File: src/rtl/mem_arbiter_pkg.sv
// Purpose: shared encodings for the core-to-cache request port and the arbiter FSM.
// Latency: n/a (types and constants only).
// Backpressure: n/a.
package mem_arbiter_pkg;

    localparam int IOSTATEWIDTH = 2;
    localparam int ADDRWIDTH    = 16;
    localparam int WORDWIDTH    = 32;

    // Request encodings on an rw field; the fourth code is treated as no request.
    localparam logic [IOSTATEWIDTH-1:0] IDEL = 2'd0;
    localparam logic [IOSTATEWIDTH-1:0] RD   = 2'd1;
    localparam logic [IOSTATEWIDTH-1:0] WT   = 2'd2;

    typedef enum logic [1:0] {
        MEMARB_IDLE    = 2'd0,
        MEMARB_BUSY    = 2'd1,
        MEMARB_RELEASE = 2'd2
    } memarb_state_t;

    function automatic logic is_req(input logic [IOSTATEWIDTH-1:0] rw);
        return (rw == RD) || (rw == WT);
    endfunction

endpackage

File: src/rtl/mem_arbiter_rr_picker.sv
// Purpose: round-robin priority search; first requester after 'last' (wrapping) wins.
// Latency: purely combinational.
// Backpressure: none; vld is low when no request bit is set.
//
// Ports: req    - one request bit per port
//        last   - index of the previously granted port (lowest priority now)
//        winner - selected port index, valid when vld=1
//        vld    - at least one request present
module rr_picker #(
    parameter int NPORT = 4,
    parameter int PORTW = 2
) (
    input  logic [NPORT-1:0] req,
    input  logic [PORTW-1:0] last,
    output logic [PORTW-1:0] winner,
    output logic             vld
);

    logic [PORTW-1:0] cand;

    always_comb begin
        winner = last;
        vld    = 1'b0;
        cand   = '0;
        // Offset NPORT wraps back to 'last' itself, so a lone requester is still served.
        for (int off = 1; off <= NPORT; off++) begin
            cand = PORTW'((int'(last) + off) % NPORT);
            if (!vld && req[cand]) begin
                vld    = 1'b1;
                winner = cand;
            end
        end
    end

endmodule

File: src/rtl/mem_arbiter.sv
// Purpose: share one cache request port among NPORT cores, round-robin, grant locked per transaction.
// Latency: request seen in cycle N drives rwToMem from N+1; done strobes are same-cycle as rdEn/wtEn.
// Backpressure: cores hold rw until their strobe; a watchdog aborts a stalled access after TIMEOUT cycles.
//
// Ports: rwFromCpu/addrFromCpu/dataFromCpu - per-port requests, port i in slice i
//        rdEnToCpu/wtEnToCpu               - per-port done strobes (only the granted bit can rise)
//        dataToCpu                         - memory read data, broadcast
//        rwToMem/addrToMem/dataToMem       - registered request to memory
//        rdEn/wtEn/dataFromMem             - memory completion and read data
//        grantIdx/busy/timeoutErr          - status; timeoutErr is sticky until reset
module mem_arbiter
    import mem_arbiter_pkg::*;
#(
    parameter int NPORT   = 4,
    parameter int PORTW   = 2,
    parameter int TIMEOUT = 255
) (
    input  logic                          clk,
    input  logic                          reset,
    input  logic [NPORT*IOSTATEWIDTH-1:0] rwFromCpu,
    input  logic [NPORT*ADDRWIDTH-1:0]    addrFromCpu,
    input  logic [NPORT*WORDWIDTH-1:0]    dataFromCpu,
    output logic [NPORT-1:0]              rdEnToCpu,
    output logic [NPORT-1:0]              wtEnToCpu,
    output logic [WORDWIDTH-1:0]          dataToCpu,
    output logic [IOSTATEWIDTH-1:0]       rwToMem,
    output logic [ADDRWIDTH-1:0]          addrToMem,
    output logic [WORDWIDTH-1:0]          dataToMem,
    input  logic                          rdEn,
    input  logic                          wtEn,
    input  logic [WORDWIDTH-1:0]          dataFromMem,
    output logic [PORTW-1:0]              grantIdx,
    output logic                          busy,
    output logic                          timeoutErr
);

    // Counter only needs to reach TIMEOUT-1: expiry fires on the TIMEOUT-th BUSY cycle.
    localparam int CNTW = (TIMEOUT > 1) ? $clog2(TIMEOUT) : 1;
    localparam logic [CNTW-1:0] CNT_LAST = CNTW'((TIMEOUT > 0) ? TIMEOUT - 1 : 0);

    memarb_state_t state, state_nxt;

    logic [NPORT-1:0]        req;
    logic [PORTW-1:0]        pick;
    logic                    pick_vld;
    logic [IOSTATEWIDTH-1:0] sel_rw;
    logic [ADDRWIDTH-1:0]    sel_addr;
    logic [WORDWIDTH-1:0]    sel_data;
    logic [CNTW-1:0]         cnt;
    logic                    done;
    logic                    expire;

    always_comb begin
        req = '0;
        for (int i = 0; i < NPORT; i++) begin
            req[i] = is_req(rwFromCpu[i*IOSTATEWIDTH +: IOSTATEWIDTH]);
        end
    end

    rr_picker #(
        .NPORT (NPORT),
        .PORTW (PORTW)
    ) u_picker (
        .req    (req),
        .last   (grantIdx),
        .winner (pick),
        .vld    (pick_vld)
    );

    // Winner's request fields, captured into the memory-side registers on grant.
    always_comb begin
        sel_rw   = IDEL;
        sel_addr = '0;
        sel_data = '0;
        for (int i = 0; i < NPORT; i++) begin
            if (PORTW'(i) == pick) begin
                sel_rw   = rwFromCpu[i*IOSTATEWIDTH +: IOSTATEWIDTH];
                sel_addr = addrFromCpu[i*ADDRWIDTH +: ADDRWIDTH];
                sel_data = dataFromCpu[i*WORDWIDTH +: WORDWIDTH];
            end
        end
    end

    // Only the enable matching the outstanding op completes it; a crossed enable is ignored.
    assign done   = ((rwToMem == RD) && rdEn) || ((rwToMem == WT) && wtEn);
    assign expire = (TIMEOUT != 0) && (cnt == CNT_LAST);

    // State register
    always_ff @(posedge clk or posedge reset) begin
        if (reset) begin
            state <= MEMARB_IDLE;
        end else begin
            state <= state_nxt;
        end
    end

    // Next-state logic
    always_comb begin
        state_nxt = state;
        case (state)
            MEMARB_IDLE:    if (pick_vld) state_nxt = MEMARB_BUSY;
            MEMARB_BUSY:    if (done || expire) state_nxt = MEMARB_RELEASE;
            MEMARB_RELEASE: state_nxt = MEMARB_IDLE;
            default:        state_nxt = MEMARB_IDLE;
        endcase
    end

    // Registered memory request, grant index, watchdog and status flags
    always_ff @(posedge clk or posedge reset) begin
        if (reset) begin
            rwToMem    <= IDEL;
            addrToMem  <= '0;
            dataToMem  <= '0;
            grantIdx   <= PORTW'(NPORT - 1);
            busy       <= 1'b0;
            timeoutErr <= 1'b0;
            cnt        <= '0;
        end else begin
            case (state)
                MEMARB_IDLE: begin
                    if (pick_vld) begin
                        grantIdx  <= pick;
                        rwToMem   <= sel_rw;
                        addrToMem <= sel_addr;
                        dataToMem <= sel_data;
                        busy      <= 1'b1;
                        cnt       <= '0;
                    end
                end
                MEMARB_BUSY: begin
                    // Completion takes precedence over a watchdog expiry in the same cycle.
                    if (done) begin
                        rwToMem <= IDEL;
                        busy    <= 1'b0;
                    end else if (expire) begin
                        rwToMem    <= IDEL;
                        busy       <= 1'b0;
                        timeoutErr <= 1'b1;
                    end else begin
                        cnt <= cnt + 1'b1;
                    end
                end
                default: ;
            endcase
        end
    end

    // Output logic: done strobes steered to the granted port, same cycle as memory enable.
    always_comb begin
        rdEnToCpu = '0;
        wtEnToCpu = '0;
        if (state == MEMARB_BUSY) begin
            if (rwToMem == RD) rdEnToCpu[grantIdx] = rdEn;
            if (rwToMem == WT) wtEnToCpu[grantIdx] = wtEn;
        end
    end

    assign dataToCpu = dataFromMem;

endmodule

File: config.mk
export PLATFORM = sky130hd
export DESIGN_NAME = mem_arbiter
export DESIGN_NICKNAME = d
export VERILOG_FILES = /design/src/rtl/mem_arbiter_pkg.sv /design/src/rtl/mem_arbiter_rr_picker.sv /design/src/rtl/mem_arbiter.sv
export SDC_FILE = /design/constraint.sdc
export NUM_CORES = 1
export LEC_CHECK = 0
export ABC_AREA = 1
export CORE_AREA = 3 3 136 138
export CTS_BUF_LIST = sky130_fd_sc_hd__clkbuf_4 sky130_fd_sc_hd__clkbuf_8 sky130_fd_sc_hd__clkbuf_16
export CTS_CLUSTER_DIAMETER = 50
export CTS_CLUSTER_SIZE = 8
export DETAILED_ROUTE_END_ITERATION = 10
export DIE_AREA = 0 0 139 141
export PLACE_DENSITY = 0.7
export SYNTH_ARGS = -nofsm -noshare
export SYNTH_HDL_FRONTEND = slang
export SYNTH_SLANG_ARGS = --single-unit
File: constraint.sdc
create_clock -name clk -period 3.46 [get_ports clk]
set_clock_uncertainty 0.15 [all_clocks]
set_input_delay 0.692 -clock clk [delete_from_list [all_inputs] [get_ports clk]]
set_output_delay 0.692 -clock clk [all_outputs]
set_load 0.01 [all_outputs]
After elaboration in Yosys (flattened, before gate mapping)
Cells that the tools add are included.

Register bits after elaboration: 64. Output and inout bits: 94. Logic and storage cells: 114.

$add $sub $neg: 5. Magnitude comparators: 6. Eq/ne operators: 20. Mux-type cells: 49. Bitwise operators: 3. Reduce and logical (&&, ||, !) cells: 23.

Operators with widths (count): $mux W32 (4); $mux W16 (4); $mux W2 (13); $mux W8 (3); $mux W4 (4); $pmux W8 S2 (1); $lt A2 B3 Y1 const B (5); $eq A2 B1 Y1 const B (6); $mux W1 (12); $eq A2 B2 Y1 const B (5); $add A8 B1 Y8 const B (1); $and A4 B4 Y4 (2); $bmux W1 S2 (4); $eq A8 B8 Y1 const B (1); $ne A2 B2 Y1 const B (4); $pmux W2 S2 (2); $logic_and A1 B1 Y1 (6); $logic_or A1 B1 Y1 (6); $reduce_and A3 Y1 (2); $add A2 B1 Y2 const B (2); $add A2 B2 Y2 const B (2); $eq A2 B2 Y1 const A (2); $logic_not A2 Y1 (2); $reduce_and A2 Y1 (2); other kinds (9) (11).

Longest topological paths before layout
Depth after elaboration: 21. Mapped depth: 17. Depth with buffers taken out: 17.

Modules after synthesis
A second synthesis with hierarchy kept.

Cell total of the unflattened synthesis: 691. Area total of the unflattened synthesis: 4409.2 µm².

By module, submodules not included: mem_arbiter (instances 1, cells each 645, area an instance 4177.8 µm², seq. area each 1604.0 µm²); rr_picker (instances 1, cells each 46, area an instance 231.5 µm², seq. area each 0.0 µm²).

Least setup slack after synthesis
Ideal clock, no wire load.

Kind: reg2reg. Start point: register grantIdx[0]. End point: register rwToMem[0]. Setup time: 120 ps. Arrival: 2346 ps. Data required time: 3190 ps. Path slack: 844 ps. Stages on the path, launching flop included: 16. Clock period less this slack: 2616 ps. Cells stage by stage: dfstp_2 buf_6 inv_8 ha_1 inv_1 nand3_1 nand2_2 nand2_1 nor3_2 nor3_2 buf_6 buf_6 o21ai_0 inv_1 nand2_1 nand2_1.

Longest elaborated chain between the ends: 20. Elaborated cells between the ends (all ways): 38.

RTL lines: start: declaration (line mem_arbiter.sv:32) `output logic [PORTW-1:0] grantIdx,`; start signal: assignment (line mem_arbiter.sv:114) `grantIdx <= PORTW'(NPORT - 1);`; start signal: assignment (line mem_arbiter.sv:122) `grantIdx <= pick;`; $add A2 B1 Y2 (line mem_arbiter_rr_picker.sv:27) `cand = PORTW'((int'(last) + off) % NPORT);`; $bmux W1 S2 (line mem_arbiter_rr_picker.sv:28) `if (!vld && req[cand]) begin`; $mux W1 (implied by the code) (line mem_arbiter_rr_picker.sv:28); $mux W1 (line mem_arbiter_rr_picker.sv:28); $logic_not A1 Y1 (line mem_arbiter_rr_picker.sv:28); $logic_and A1 B1 Y1 (line mem_arbiter_rr_picker.sv:28); $mux W1 (line mem_arbiter_rr_picker.sv:28); $logic_not A1 Y1 (line mem_arbiter_rr_picker.sv:28); $logic_and A1 B1 Y1 (line mem_arbiter_rr_picker.sv:28); $mux W1 (line mem_arbiter_rr_picker.sv:28); $logic_not A1 Y1 (line mem_arbiter_rr_picker.sv:28); $logic_and A1 B1 Y1 (line mem_arbiter_rr_picker.sv:28); $mux W2 (line mem_arbiter_rr_picker.sv:28); $logic_not A2 Y1 (line mem_arbiter.sv:76) `if (PORTW'(i) == pick) begin`; $mux W2 (4 in a row) (line mem_arbiter.sv:76); $mux W2 (line mem_arbiter.sv:121) `if (pick_vld) begin`; $pmux W2 S2 (line mem_arbiter.sv:119) `case (state)`; end signal: assignment (line mem_arbiter.sv:123) `rwToMem <= sel_rw;`; end: declaration (line mem_arbiter.sv:26) `output logic [IOSTATEWIDTH-1:0] rwToMem,`.

Several ways; a longest one is shown, not always the timed one. The select of a mux whose other input is x is not followed. A chain may end at the register's enable or synchronous reset.

Worst setup path after layout
Start point: register state[1]. End point: output rdEnToCpu[0].

Longest elaborated chain between the ends: 2.

RTL lines: start: declaration (line mem_arbiter.sv:41) `memarb_state_t state, state_nxt;`; start signal: assignment (line mem_arbiter.sv:93) `state <= state_nxt;`; $eq A2 B1 Y1 (line mem_arbiter.sv:152) `if (state == MEMARB_BUSY) begin`; $mux W4 (line mem_arbiter.sv:152); end: declaration (line mem_arbiter.sv:23) `output logic [NPORT-1:0] rdEnToCpu,`.

No other way between the ends.

==> results_dict.tcl <==
set metrics [dict create \
    status "completed" \
    drc 0 \
    period_needed_ps 3080 \
    wl_per_cell_um 15.1 \
    grt_usage_pct 18.5 \
    coreArea_um2 17300 \
    dpl.cell_count 1220 \
    cp.required_ps 2620 \
    syn_avg_cell_area_um2 6.64 \
    crit_family "buffers and inverters" \
    drv_slew 0 \
    h-tree-depth 3 \
    end_kind "output port" \
    drive_gt1_share_pct 8.70 \
    antenna_found_initial 0 \
    worstPathMaxFanout 15 \
    dieArea_um2 19600 \
    hold_class "reg2reg" \
    swShare_pct 52.8 \
    start_util_pct 30.1 \
    rsz0062_at_grt "no" \
    synthCells 785 \
    ir_worst_vdd_mv 0.681 \
    p_leak_nw 3.96 \
    finalHoldViolCount 0 \
    p_comb_share_pct 75.4 \
    cts_root_buf "clkbuf_16" \
    diodes 0 \
    holdWs_ps 327 \
    grt_pass1_vias 5399 \
    rows 48 \
    max_stage_delay_ps 570 \
    fmax_ghz 0.325 \
    drt_iter0_drc 208 \
    viasPerCell 4.54 \
    drtPass1Iterations 4 \
    powerDensity_nw_per_um2 1140 \
    finalNonFillerCells 1236 \
    tritoncts "done" \
    ys.warnings.count 0 \
    place_hpwl_um 14700 \
    setup_tns_ps 0 \
    worstSetupPathType "reg2out" \
    ys_types 33 \
    fin_crit_sh_pct 88.9 \
    io_pins 330 \
    intPower_w 0.00436 \
    syn-cell-area_um2 5210 \
    max_slew_margin_pct 49.7 \
    clk_latency_ps 330 \
    cts.sinks 64 \
    seq_area_frac_synth_pct 30.8 \
    worstPathCellList "nor2_1, inv_1, nor3_1, clkdlybuf4s50_1" \
    grt_max_degree 42 \
    seq_power_share_pct 14.7 \
    finalNetCount 1248 \
    arrival_ps 2230 \
    switchingPower_w 0.00489 \
    gp_congestion 0.891 \
    antenna_left 0 \
    cts.path.max_buffers 2 \
    cpMaxStageDelayCell "clkdlybuf4s50_1" \
    port_buffers 265 \
    drt-total-wl_um 18700 \
    clk_pin_slew_ps 60 \
    crit_buf_inv 2 \
    area_growth_pct 56.0 \
    post_cts_resized 0 \
    ys_seq_elements 64 \
    post_cts_buffers 0 \
    grt_pass1_wl_um 28900 \
    worst_pin_slew_ps 754 \
    syn-num-nets 1027 \
    num_vias 5607 \
    cts_buffers 9 \
    cp-start-kind "flop" \
    overflow 0 \
    clockPowerShare_pct 10.0 \
    ctsHoldBuffers 0 \
    setup_violations 0 \
    dieHeight_um 141 \
    die_w_um 139 \
    maxCapViolations 0 \
]
[path summary, 6_finish.rpt]
kind | startpoint | depth (start not counted) | end | slack [ps]
worst min register to register | dataToMem[12] | 2 | dataToMem[12] | 330
worst max register to register | grantIdx[1] | 14 | dataToMem[13] | 390
worst max-delay path | state[1] | 4 | rdEnToCpu[0] | 380
max in group asynchronous | reset | 3 | dataToMem[30] | 1850
worst min-delay path | dataToMem[12] | 2 | dataToMem[12] | 330
min in group asynchronous | reset | 2 | dataToMem[1] | 660
[kinds of logic after synthesis]
logic type      after synthesis  synth area share, %
simple gates                440                 38.9
buf+inv                     169                 17.0
xor+xnor                      6                 1.01
compound gates              100                 10.8
flops                        64                 30.8
fa+ha+maj                     6                 1.44
[per-stage QoR]
step	area [µm²]	setup WS [ps]	power [W]	util [%]
2_1_floorplan	5210	844	0.00621	-
3_3_place_gp	7830	319	0.00834	45.2
3_5_place_dp	7830	281	0.00846	45.2
4_1_cts	8130	346	0.00942	47.0
5_1_grt	8130	220	0.0102	47.0
6_report	8130	384	0.00925	47.0
[sequential cells by signal (all words and copies together), names as in the netlist]
name / flops
dataToMem: 32
addrToMem: 16
cnt: 8
grantIdx: 2
rwToMem: 2
state: 2
busy: 1
timeoutErr: 1
[routing by layer]
layer / track usage [%] / vias up / share of wire, %
li1: - / 2867 / -
met1: 22.8 / 2488 / 41
met2: 31.4 / 214 / 50
met3: 5.26 / 38 / 6.9
met4: 5.56 / 0 / 2.2
met5: 0 / - / 0
[power by group through the flow]
stage	Clock, W	Combinational [W]	Sequential (W)
4_1_cts	0.000950	0.00712	0.00136
3_3_place_gp	0	0.00699	0.00135
2_1_floorplan	0	0.00475	0.00145
3_5_place_dp	0	0.00710	0.00136
6_report	0.000921	0.00697	0.00136
5_1_grt	0.000983	0.00782	0.00140
[Yosys cell counts, drive strengths merged]
cell type  number  area share (%)
nor3           12             1.3
dfstp           2             1.0
clkinv          1           0.072
a31o            1            0.17
ha              6             1.4
o21ai          99              11
and2            2            0.24
nor2           16             2.1
buf            59             8.9
inv            97             7.2
xor2            5            0.84
clkbuf         12            0.89
nand3          93              10
nand2         313              24
dfrtp          62              30
xnor2           1            0.17
nand4           4             1.1
[layout by cell type, fill, tap and decap left out, drive strengths merged]
| cell | synthesis | routed |
|---|---|---|
| a31o | 1 | 1 |
| bufinv | 0 | 1 |
| clkbuf | 12 | 10 |
| xnor2 | 1 | 1 |
| xor2 | 5 | 5 |
| nand2 | 313 | 313 |
| nor3 | 12 | 12 |
| dfstp | 2 | 2 |
| nand3 | 93 | 93 |
| and2 | 2 | 2 |
| clkinvlp | 0 | 2 |
| nand4 | 4 | 4 |
| clkdlybuf4s50 | 0 | 265 |
| nor2 | 16 | 16 |
| o21ai | 99 | 99 |
| ha | 6 | 6 |
| clkinv | 1 | 3 |
| dfrtp | 62 | 62 |
| inv | 97 | 98 |
| buf | 59 | 16 |
[cell type report]
cell class | count | area (µm²)
tap | 225 | 282
timing repair buffer | 281 | 2840
clock inverter | 6 | 67.6
fill | 1772 | 9160
clock buffer | 10 | 239
multi-input combinational | 552 | 2730
sequential | 64 | 1600
inverter | 98 | 378
[worst min-delay path, stage by stage, from the launching register on]
cell and delay [ps]:
dfrtp_1 340, nand2_1 50, nand2_1 50
Note: power is estimated with default switching activity, not from simulation.
==> RTL change 1 (config.mk and constraints unchanged) <==
Make the reset (`reset`) synchronous in 2 clocked blocks.
--- a/src/rtl/mem_arbiter.sv
+++ b/src/rtl/mem_arbiter.sv
@@ -88,3 +88,3 @@
     // State register
-    always_ff @(posedge clk or posedge reset) begin
+    always_ff @(posedge clk) begin
         if (reset) begin
@@ -108,3 +108,3 @@
     // Registered memory request, grant index, watchdog and status flags
-    always_ff @(posedge clk or posedge reset) begin
+    always_ff @(posedge clk) begin
         if (reset) begin
Behaviour: differs if reset is asserted again (counterexample within 4 cycles, from zero or initial values and one cycle with reset high); with reset held inactive, the same outputs for 4 cycles.
==> RTL change 1 against the original RTL <==
- routed wire length shrank 4.5%
- count of clock-buffer cells in the layout increased by 2
- sequential cell count is the same
- total power down 23%
- synthesized area decreased by 7.2%
- worst hold slack worse by 0.028 ns
- final area shrank 4.3%
- worst setup slack better by 0.043 ns
- via count fell by 6.2%
- critical endpoint is now wtEnToCpu[1]
==> RTL change 1: results (changes against the original RTL) <==
Outcome
  – Result of the run: complete, no violations

Yosys
  – Synth Instances: 679 (-14%)
  – Ys async rst share: 0 (-1.00)
  – Syn_nets: 921 (-10%)
  – Synth unique cells: 35 (+6.1%)
  – Synth cell count leaders: nand2_1, dfxtp_1, o211ai_2
  – Sequential element share of the synthesized area: 0.265 (-0.0427)
  – Adder-cell share of the synthesized area: 0.0155 (+0.00113)
  – Post-Synth XOR/XNOR Area: 0.00725 (-0.00284)
  – Top cells by area, synth: dfxtp_1, nand2_1, o211ai_2
  – Fraction of synthesized area in multiplexers: 0 (unchanged)
  – Post-synthesis compound-gate area fraction: 0.179 (+0.0708)

Clocking
  – Post-CTS setup buffer count: 0 (unchanged)
  – Resized cells post-CTS: 0 (unchanged)
  – Number of buffers created by CTS: 9 (unchanged)

Placed design
  – Pre-CTS setup slack: 0.156 ns (-0.125 ns)
  – Routability cong.: 0.846 (-5.0%)
  – Dpl cell area: 7450 um2 (-4.7%)
  – Placed cells: 1,120 (-8.2%)
  – Dpl hpwl: 13.9 mm (-5.5%)

Worst setup path
  – CP max FO: 6 (-9)
  – Crit path capture: wtEnToCpu[1]
  – R2R setup slack: 0.46 ns (+0.07 ns)
  – Reg2Reg Launch Point: grantIdx[1]$_SDFFE_PP1P_
  – CP startpoint: wtEn
  – CP max stage delay: 0.56 ns
  – End of the worst register-to-register path: dataToMem[10]$_SDFFE_PP0P_
  – Length in cells of the worst reg-to-reg path: 14 (unchanged)
  – WP data arrival: 2.19 ns (-0.04 ns)

Global routing
  – First-pass GRT wire length: 28.1 mm (-2.5%)
  – Vias in the first global route: 5,318 (-1.5%)
  – GRT Resource Usage Total: 0.179 (-0.00617)
  – Initial antenna violation count: 1 (+1)
  – Largest net degree at the start of global routing: 40 (-4.8%)

STA
  – Rel. slew slack: 0.608 (+0.111)
  – Maximum clock rate: 0.330 GHz (+1.4%)
  – Hold Slack: 0.300 ns (-0.0276 ns)

Min path
  – HP Start: dataToMem[18]$_SDFFE_PP0P_
  – WHS Endpoint: dataToMem[18]$_SDFFE_PP0P_

Drt
  – Wire per inst: 15.7 um (+3.9%)
  – DR iter-0 viols: 234 (+13%)
  – Final wirelength: 17.9 mm (-4.5%)
  – Routed Antenna Nets: 0 (unchanged)
  – Via density: 4.63 (+2.0%)

Pwr
  – Leak: 3.38 nW (-15%)
  – Max rail drop VDD: 0.574 mV (-16%)

Finish
  – Multi-input gate area: 2860 um2 (+4.9%)
  – Total of fill cells in the finished design: 1,764 (-0.45%)
  – Ratio of cells with drive above 1 in the final layout: 0.173 (+0.0855)
[RTL change 1: area by class of cell]
type	count	share of cell area
antenna	1	0.000322
clock buffer	12	0.0334
clock inverter	3	0.00836
inverter	38	0.0193
multi-input combinational	506	0.368
sequential	64	0.165
tap	225	0.0362
timing repair buffer	287	0.370
[RTL change 1: cells by family (layout without fill, tap and decap cells)]
kind of cell             count (synthesis)  after routing
AO/OA/AOI/OAI                          109            109
XOR/XNOR                                 4              4
adder cells (fa/ha/maj)                  6              6
buffers and inverters                  109            340
flip-flops                              64             64
other                                    0              1
AND/OR/NAND/NOR                        387            387
[RTL change 1: routing by layer]
layer / part of all wire / global-route usage / wire, um
met1: 0.42 / 0.207 / 7460
met2: 0.47 / 0.298 / 8400
met3: 0.086 / 0.0648 / 1530
met4: 0.026 / 0.0757 / 471
met5: 0 / 0 / 0
[RTL change 1: power by group]
part	internal [mW]	switching [mW]	leakage, nW
clock network	0.673	0.343	0.162
logic	1.96	3.05	2.69
registers	0.951	0.122	0.527
==> RTL change 2 (config.mk and constraints unchanged) <==
Made on the original files. Set the package constant `ADDRWIDTH` to 17 (it was 16).
--- a/src/rtl/mem_arbiter_pkg.sv
+++ b/src/rtl/mem_arbiter_pkg.sv
@@ -6,3 +6,3 @@
     localparam int IOSTATEWIDTH = 2;
-    localparam int ADDRWIDTH    = 16;
+    localparam int ADDRWIDTH    = 17;
     localparam int WORDWIDTH    = 32;
Interface: changed (resized addrFromCpu and addrToMem); port bits go from 330 to 335. No check against the original RTL was run, so the function may have changed too.
==> RTL change 2 against the original RTL <==
- largest power group unchanged
- largest cell class unchanged
- total power fell by 3.7%
- register-to-register slack improved by 0.08 ns
- worst setup slack improved by 0.032 ns
- count of clock-buffer cells in the layout fell by 1
- fmax rose by 1.0%
- final area fell by 0.82%
- synthesized area fell by 2.1%
- routed wire length fell by 0.36%
- sequential cell count rose by 1
==> RTL change 2: results (changes against the original RTL) <==
Worst setup path
  – CP startpoint: state[0]$_DFFE_PP0P_
  – Reg2Reg Launch Point: grantIdx[0]$_DFFE_PP1P_
  – CP max stage delay: 0.59 ns (+0.02 ns)

Drt
  – Final wirelength: 18.6 mm (-0.36%)
  – Wire per inst: 14.7 um (-2.8%)
  – DR iter-0 viols: 246 (+18%)
  – Vias: 5,823 (+3.9%)
  – Drt pass-1 iters: 5 (+1)

Placed design
  – Routability cong.: 0.904 (+1.5%)
  – Dpl cell area: 7800 um2 (-0.27%)
  – Pre-CTS setup slack: 0.232 ns (-0.0486 ns)

Finish
  – Largest registers: dataToMem: 32 flops, addrToMem: 17 flops, cnt: 8 flops
  – Ratio of cells with drive above 1 in the final layout: 0.0537 (-0.0333)
  – Register Area: 1630 um2 (+1.6%)
  – Total of fill cells in the finished design: 1,776 (+0.23%)

Pwr
  – Max rail drop VDD: 0.662 mV (-2.8%)
  – Leak: 4.00 nW (+0.92%)

Yosys
  – Post-Synth XOR/XNOR Area: 0.00858 (-0.00150)
  – Synth unique cells: 31 (-6.1%)
  – Synth cell count leaders: nand2_1, inv_1, nand3_1
  – Synth Instances: 815 (+3.8%)
  – Adder-cell share of the synthesized area: 0.0147 (+0.000311)
  – Top cells by area, synth: dfrtp_1, nand2_1, nand3_1

Outcome
  – Result of the run: complete, no violations

Global routing
  – Largest net degree at the start of global routing: 49 (+17%)

Min path
  – HP Start: dataToMem[25]$_DFFE_PP0P_

STA
  – Least-Margin Pin Slew: 0.608 ns (-0.146 ns)
  – Maximum clock rate: 0.329 GHz (+1.0%)
RTL change 2: cell types whose count changed in the layout (fill, tap and decap cells not counted), sizes merged, moves of 2 or more:
cell and change:
inv +11, clkinv +7, nand4 +2, and2 -2, clkdlybuf4s50 +5, nand3 +8, nand2 +3
RTL change 2: where the power goes:
| group | internal [mW] | leakage, nW | switching, mW | total, mW |
|---|---|---|---|---|
| registers | 1.15 | 0.811 | 0.235 | 1.38 |
| logic | 2.53 | 3.06 | 4.17 | 6.70 |
| clock network | 0.476 | 0.131 | 0.347 | 0.823 |
RTL change 2: layout make-up:
class | count | share of cell area
inverter | 114 | 0.0540
multi-input combinational | 563 | 0.318
sequential | 65 | 0.202
clock inverter | 6 | 0.00450
tap | 225 | 0.0349
timing repair buffer | 285 | 0.358
clock buffer | 9 | 0.0279
RTL change 2: per-layer routing:
metal  global-route usage  routed length, um
met1                0.220               7670
met4               0.0659                422
met2                0.316               8990
met3               0.0546               1550
met5                    0                  0
